--- src/rtl/io_uart_tx.sv ---
// Memory-mapped 8N1 UART transmitter: store to BASE_ADDR queues a byte, BASE_ADDR+1 clears overflow.
// Latency: store at edge E is counted at E, popped and start bit driven at E+1 when idle; tx is registered.
// Backpressure: none upstream; a store to a full FIFO is dropped and sets sticky overflow. Option macro: UART_TX_PARITY_EN.
module io_uart_tx #(
    parameter int          CPU_WIDTH    = 16,
    parameter int unsigned BASE_ADDR    = 'h4000,
    parameter int          CLKS_PER_BIT = 217,
    parameter int          FIFO_DEPTH   = 8
) (
    input  logic                 clock,
    input  logic                 reset,
    input  logic [CPU_WIDTH-1:0] io_addr,
    input  logic                 io_write,
    input  logic [CPU_WIDTH-1:0] io_wr_data,
    output logic [CPU_WIDTH-1:0] io_rd_data,
    output logic                 tx
);

    localparam int PW = $clog2(FIFO_DEPTH);
    localparam int CW = $clog2(FIFO_DEPTH + 1);
    localparam logic [CPU_WIDTH-1:0] DATA_ADDR = CPU_WIDTH'(BASE_ADDR);
    localparam logic [CPU_WIDTH-1:0] CTRL_ADDR = CPU_WIDTH'(BASE_ADDR + 1);
    localparam logic [11:0]          TMAX      = 12'(CLKS_PER_BIT - 1);
    localparam logic [CW-1:0]        FULL_CNT  = CW'(FIFO_DEPTH);

`ifdef UART_TX_PARITY_EN
    typedef enum logic [2:0] {IDLE = 3'd0, START = 3'd1, DATA = 3'd2, STOP = 3'd3, PARITY = 3'd4} state_t;
`else
    typedef enum logic [2:0] {IDLE = 3'd0, START = 3'd1, DATA = 3'd2, STOP = 3'd3} state_t;
`endif

    state_t          state, state_nxt;
    logic [11:0]     timer, timer_nxt;
    logic [2:0]      bit_idx, bit_idx_nxt;
    logic [7:0]      shift, shift_nxt;
    logic            tx_nxt;
    logic            pop;
    logic            bit_end;

    logic [7:0]      mem [FIFO_DEPTH];
    logic [PW-1:0]   wr_ptr, rd_ptr;
    logic [CW-1:0]   count;
    logic            full, empty, overflow;
    logic            push_req, push, clr_ovf;
    logic [7:0]      head;
    logic            unused_wr_hi;

    assign full     = (count == FULL_CNT);
    assign empty    = (count == '0);
    assign push_req = io_write && (io_addr == DATA_ADDR);
    // Full is judged on the pre-edge count, so a same-cycle pop cannot make room.
    assign push     = push_req && !full;
    assign clr_ovf  = io_write && (io_addr == CTRL_ADDR);
    assign head     = mem[rd_ptr];
    assign bit_end  = (timer == TMAX);
    assign unused_wr_hi = ^io_wr_data[CPU_WIDTH-1:8];

    always_ff @(posedge clock) begin
        if (push) begin
            mem[wr_ptr] <= io_wr_data[7:0];
        end
    end

    always_ff @(posedge clock or negedge reset) begin
        if (!reset) begin
            wr_ptr   <= '0;
            rd_ptr   <= '0;
            count    <= '0;
            overflow <= 1'b0;
        end else begin
            if (push) wr_ptr <= wr_ptr + PW'(1);
            if (pop)  rd_ptr <= rd_ptr + PW'(1);
            case ({push, pop})
                2'b10:   count <= count + CW'(1);
                2'b01:   count <= count - CW'(1);
                default: count <= count;
            endcase
            if (push_req && full) overflow <= 1'b1;
            else if (clr_ovf)     overflow <= 1'b0;
        end
    end

`ifdef UART_TX_PARITY_EN
    logic par, par_nxt;
    always_ff @(posedge clock or negedge reset) begin
        if (!reset) par <= 1'b0;
        else        par <= par_nxt;
    end
`endif

    always_ff @(posedge clock or negedge reset) begin
        if (!reset) begin
            state   <= IDLE;
            timer   <= '0;
            bit_idx <= '0;
            shift   <= '0;
            tx      <= 1'b1;
        end else begin
            state   <= state_nxt;
            timer   <= timer_nxt;
            bit_idx <= bit_idx_nxt;
            shift   <= shift_nxt;
            tx      <= tx_nxt;
        end
    end

    always_comb begin
        state_nxt   = state;
        timer_nxt   = timer + 12'd1;
        bit_idx_nxt = bit_idx;
        shift_nxt   = shift;
        tx_nxt      = tx;
        pop         = 1'b0;
`ifdef UART_TX_PARITY_EN
        par_nxt     = par;
`endif
        case (state)
            IDLE: begin
                timer_nxt = '0;
                if (!empty) begin
                    pop       = 1'b1;
                    shift_nxt = head;
                    state_nxt = START;
                    tx_nxt    = 1'b0;
`ifdef UART_TX_PARITY_EN
                    par_nxt   = ^head;
`endif
                end
            end
            START: begin
                if (bit_end) begin
                    timer_nxt   = '0;
                    bit_idx_nxt = '0;
                    state_nxt   = DATA;
                    tx_nxt      = shift[0];
                end
            end
            DATA: begin
                if (bit_end) begin
                    timer_nxt = '0;
                    if (bit_idx == 3'd7) begin
`ifdef UART_TX_PARITY_EN
                        state_nxt = PARITY;
                        tx_nxt    = par;
`else
                        state_nxt = STOP;
                        tx_nxt    = 1'b1;
`endif
                    end else begin
                        bit_idx_nxt = bit_idx + 3'd1;
                        shift_nxt   = shift >> 1;
                        tx_nxt      = shift[1];
                    end
                end
            end
`ifdef UART_TX_PARITY_EN
            PARITY: begin
                if (bit_end) begin
                    timer_nxt = '0;
                    state_nxt = STOP;
                    tx_nxt    = 1'b1;
                end
            end
`endif
            STOP: begin
                if (bit_end) begin
                    timer_nxt = '0;
                    // Chain straight into the next start bit so frames have no idle gap.
                    if (!empty) begin
                        pop       = 1'b1;
                        shift_nxt = head;
                        state_nxt = START;
                        tx_nxt    = 1'b0;
`ifdef UART_TX_PARITY_EN
                        par_nxt   = ^head;
`endif
                    end else begin
                        state_nxt = IDLE;
                    end
                end
            end
            default: begin
                state_nxt = IDLE;
                tx_nxt    = 1'b1;
            end
        endcase
    end

    always_comb begin
        io_rd_data = '0;
        if (io_addr == DATA_ADDR) begin
            io_rd_data[0]   = (state != IDLE);
            io_rd_data[1]   = full;
            io_rd_data[2]   = empty;
            io_rd_data[3]   = overflow;
            io_rd_data[8:4] = 5'(count);
`ifdef UART_TX_PARITY_EN
            io_rd_data[9]   = 1'b1;
`endif
        end
    end

endmodule

--- config.mk ---
export PLATFORM = sky130hd
export DESIGN_NAME = io_uart_tx
export DESIGN_NICKNAME = d
export VERILOG_FILES = /design/src/rtl/io_uart_tx.sv
export SDC_FILE = /design/constraint.sdc
export NUM_CORES = 1
export LEC_CHECK = 0
export BUFFER_PORTS_ARGS = -buffer_cell sky130_fd_sc_hd__buf_4
export CAP_MARGIN = 10
export CORE_ASPECT_RATIO = 1.4
export CORE_MARGIN = 2
export CORE_UTILIZATION = 50
export CTS_CLUSTER_DIAMETER = 120
export CTS_CLUSTER_SIZE = 30
export DETAILED_ROUTE_END_ITERATION = 6
export HOLD_SLACK_MARGIN = 0.02
export PLACE_DENSITY = 0.7
export SLEW_MARGIN = 40
export SYNTH_ARGS = -nofsm -noshare
export SYNTH_HDL_FRONTEND = slang
export SYNTH_SLANG_ARGS = --single-unit
--- constraint.sdc ---
create_clock -name clock -period 6.26 [get_ports clock]
set_input_delay 0.626 -clock clock [delete_from_list [all_inputs] [get_ports clock]]
set_output_delay 0.626 -clock clock [all_outputs]
set_load 0.05 [all_outputs]
Word-level counts from Yosys, hierarchy flattened
Memory sizes are Yosys's and may differ from the RTL's.
Index checks and enable logic that the tools add are counted.
{ "word_totals": {"out_inout_bits": 17, "n_memories": 1, "input_bits": 35, "ram_bits": 64, "elab_cells": 82, "regBits": 38} }
{ "classes": {"add_sub_neg": 6, "n_eq_ne": 16, "n_reduce_logical": 17, "muxes": 33} }
{ "mem_list": {"columns": ["name", "depth", "width", "rd", "rd_clocked_by_memory_dff", "wr", "line_no", "source"], "rows": [
  ["mem", 8, 8, 1, 0, 1, "40", "logic [7:0] mem [FIFO_DEPTH];"]
]} }
{ "op_table": {"columns": ["operator", "count"], "rows": [
  ["$mux 8", 5],
  ["$eq 16x15->1 const B", 2],
  ["$mux 3", 8],
  ["$pmux 12 s2", 1],
  ["$pmux 8 s3", 1],
  ["$add 12x1->12 const B", 1],
  ["$eq 12x8->1 const B", 1],
  ["$mux 1", 12],
  ["$mux 12", 1],
  ["$ne 2x2->1 const B", 6],
  ["$pmux 3 s4", 1],
  ["$add 3x1->3 const B", 3],
  ["$pmux 4 s2", 1],
  ["$reduce_and 4->1", 2],
  ["$eq 3x2->1 const B", 2],
  ["$pmux 3 s2", 1],
  ["$reduce_bool 2->1", 3],
  ["$reduce_bool 3->1", 2],
  ["$reduce_and 5->1", 1],
  ["$add 4x1->4 const B", 1],
  ["$eq 4x4->1 const B", 1],
  ["$logic_and 1x1->1", 4],
  ["$logic_not 4->1", 1],
  ["$pmux 1 s4", 1],
  ["other kinds (10)", 10]
]} }

Logic depth before layout (Yosys ltp)
{ "depth": {"ltp_word": 6, "depth_mapped": 12} }

Least setup slack after synthesis
OpenSTA, ideal clock, no wires.
{ "synth_timing": {"kind": "input to register", "start": "in io_addr[5]", "end": "reg count[3]", "t_required_ps": 6181, "path_stages": 9, "t_arrival_ps": 2678, "setup_slack_ps": 3502, "cell_sequence": "nor4b_1 -> and3_2 -> buf_16 -> and3_4 -> inv_1 -> ha_1 -> or4bb_1 -> a211oi_1 -> xor2_1"} }
{ "synth_between": {"elab_chain_cells": 5} }
{ "synth_rtl": {"columns": ["item", "line_no", "source"], "rows": [
  ["start: declaration", "12", "input logic [CPU_WIDTH-1:0] io_addr,"],
  ["$eq 16x15->1 (*)", "50", "assign push_req = io_write && (io_addr == DATA_ADDR);"],
  ["$logic_and 1x1->1 (*)", "50", null],
  ["$logic_and 1x1->1 (*)", "52", "assign push = push_req && !full;"],
  ["$eq 2x1->1 or $eq 2x2->1 (tied branches)", "73", "case ({push, pop})"],
  ["$pmux 4 s2 or $reduce_bool 2->1 (tied branches)", null, null],
  ["end signal: assignment", "74", "2'b10: count <= count + CW'(1);"],
  ["end signal: assignment", "75", "2'b01: count <= count - CW'(1);"],
  ["end signal: assignment", "76", "default: count <= count;"],
  ["end: declaration", "42", "logic [CW-1:0] count;"]
]} }
Every way passes the cells marked *; elsewhere a longest branch is shown, timed or not.
A chain may end at the register's enable or synchronous reset.

Final worst setup path
{ "layout_timing": {"start": "reg count[1]", "end": "reg count[3]"} }
{ "layout_between": {"elab_chain_cells": 6} }
{ "layout_rtl": {"columns": ["item", "line_no", "source"], "rows": [
  ["$logic_not 4->1 (*)", "49", "assign empty = (count == '0);"],
  ["$mux 1 (*)", "120, 169", null],
  ["$mux 1", "166", "if (bit_end) begin"],
  ["$pmux 1 s2 (*)", "117", "case (state)"],
  ["net pop", "37", "logic pop;"],
  ["$eq 2x1->1 or $eq 2x2->1 (tied branches)", "73", null],
  ["$pmux 4 s2 or $reduce_bool 2->1 (tied branches)", null, null]
]} }
The timed path passes the listed nets; every way through them passes the cells marked *.

==> metrics.cfg <==
[synth]
synth_cells = 338
yosys_warnings = 0
synth_top_area_cell = edfxtp_1
synth-seq-area-share_pct = 60.7
synth_area_um2 = 4700
synth_top_area_share_pct = 40.9
yosys-top-cells-area = edfxtp_1 (41%), dfrtp_1 (19%), mux4_2 (4.8%)
avgSynthCellArea_um2 = 13.9
synthArstFlopShare_pct = 36.6
synth-edff-count = 64
synth-seq-cells = 101
synth_flop_cell = edfxtp_1
synthDistinctLibCells = 59

[worst_setup_path]
arrival_ns = 3.15
startpoint_type = flop
path_class = flop to flop
end_kind = flop
critPathMaxFanout = 10
crit_required_ns = 6.53

[floorplan]
die_x_um = 85.9
start_util_pct = 51.7
chipHeight_um = 119
die_area_um2 = 10200
io_pins = 52
core_area_um2 = 9080
placementRows = 41

[pwr]
vdd_drop_max_uv = 257
p_leak_uw = 0.00200
powerDensity_nw_per_um2 = 387
power_uw = 2040

[finish]
drive_gt1_share_pct = 26.1
area_growth_syn_to_layout_pct = 12.5
num_antenna_cells = 0
fin_nets = 422
layout_commonest_cell = edfxtp_1
fill_cells = 726
final_core_util_pct = 58.2
final_cell_mix = edfxtp_1 (64), buf_4 (38), dfrtp_1 (36), nor2_1 (20), nand2_1 (18)

[grt]
antenna_found_initial = 0
grt_pass1_wl_um = 14300
grt_overflow = 0
grt_use_total_pct = 18.2
grt_max_degree = 38
grt_pass1_vias = 2824

[routing]
route.layer.met1.wl_um = 3590
drc = 0
vias = 2736
first_iter_violations = 121
met2WireLength_um = 4500
routed-wl-met3_um = 200
routed_wl_um = 8440
routedWlPerCell_um = 17.4
dr.max_layer_used = met4
via_per_inst = 5.63
dr.pass1.iters = 4
antenna_left = 0

[clock_tree]
numCtsBuffers = 9
hold_buffers = 0
clock_latency_ns = 0.35
cts_tree = built
cts_resized = 0
h-tree-depth = 3
clockBufferDepth = 2
path_clk_slew_ns = 0.07
post_cts_buffers = 0
cts_root_buf = clkbuf_16
cts.sinks = 101

[sta]
hold_viol_final = 0
max_slew_margin_pct = 45.9
setup_slack_ns = 3.39
period_share_pct = 45.9
rsz0062_at_grt = false
fin_setup_tns_ns = 0
skew_ns = 0.00581
finalCriticalPeriod_ns = 2.87
timing.fmax_mhz = 348
setup_viol = 0
worstMarginPinSlew_ns = 0.804
slew_violations = 0

[place]
dpl.hpwl_um = 5900
io_buffers = 35
routabilityCongestion = 0.804
preCtsSetupSlack_ns = 3.26

[flow_run]
maxCapViolCount = 0

[run_status]
outcome = finished clean

[worst_hold_path]
hold_path_class = input pin to asynchronous set/reset pin

## power by group
group	internal [µW]	total, µW	switching (µW)
logic	314	627	313
clock network	275	522	247
registers	786	894	108
## flip-flops by register name, indices dropped and copies added (netlist names)
| name | flops |
|---|---|
| shift | 8 |
| count | 4 |
| state | 2 |
| mem | 64 |
| tx | 1 |
| overflow | 1 |
| bit_idx | 3 |
| timer | 12 |
| rd_ptr | 3 |
| wr_ptr | 3 |
## layout make-up
type                    count  area, µm²  area share, %
flip-flops and latches    101       2850           53.9
multi-input cells         213       1690           32.0
repair buffers             38        285           5.40
clock buffers               9        225           4.26
well taps                 107        134           2.53
clock inverters             7       57.6           1.09
inverters                  11       41.3          0.782
## cell families after synthesis
group	synth area share [%]
DFF	60.7
and+or+nand+nor	11.8
AOI/OAI and AO/OA	6.98
buffers and inverters	4.29
muxes	9.14
xor gates and xnor gates	3.54
adders and majority gates	3.46
other	0.0799
## cells in the mapped netlist (all sizes together) (2+ instances only)
library cell  instances
inv                  11
nand2                18
clkbuf                3
nor2                 26
nand2b                3
buf                  17
a22o                  3
o21ai                 6
nor2b                 6
a211oi                8
mux2                 16
xor2                  8
a21oi                 4
ha                   13
nor4b                 3
mux2i                 2
mux4                 10
and3                  8
o22ai                 8
nor4                  4
nor3                 11
nand4                 5
xnor2                11
nand3                 6
edfxtp               64
dfrtp                36
o31ai                 6
## per-stage QoR
stage	instance area, µm²	std cells	hold WS, ns
3_5_place_dp	4980	470	0.482
3_3_place_gp	4980	470	0.479
6_report	5280	486	0.234
2_1_floorplan	4720	345	0.330
4_1_cts	5270	486	0.251
5_1_grt	5280	486	0.266
## final timing paths
kind                       startpoint        to  slack, ns  cells past startpoint
hold reg to reg                    tx        tx       0.49                      1
setup / recovery             count[1]  count[3]       3.39                      6
min in group clock         io_addr[0]  overflow       0.45                      2
hold / removal                  reset  timer[7]       0.23                      1
setup reg to reg             count[1]  count[3]       3.39                      6
max in group asynchronous       reset        tx       5.67                      1
## worst max-delay path: stages, from the launching register on
cell and delay, ns:
dfrtp_1 0.49, nor4_1 0.75, nor3_1 0.27, ha_1 0.35
or4bb_1 0.49, a211oi_1 0.28, xor2_1 0.17
## routing by layer
metal / up-vias / track usage, %
li1: 1330 / -
met2: 34 / 31.0
met1: 1361 / 22.3
met4: 0 / 7.64
met3: 11 / 3.70
met5: - / 0
Power figures use the tool's default switching activity.
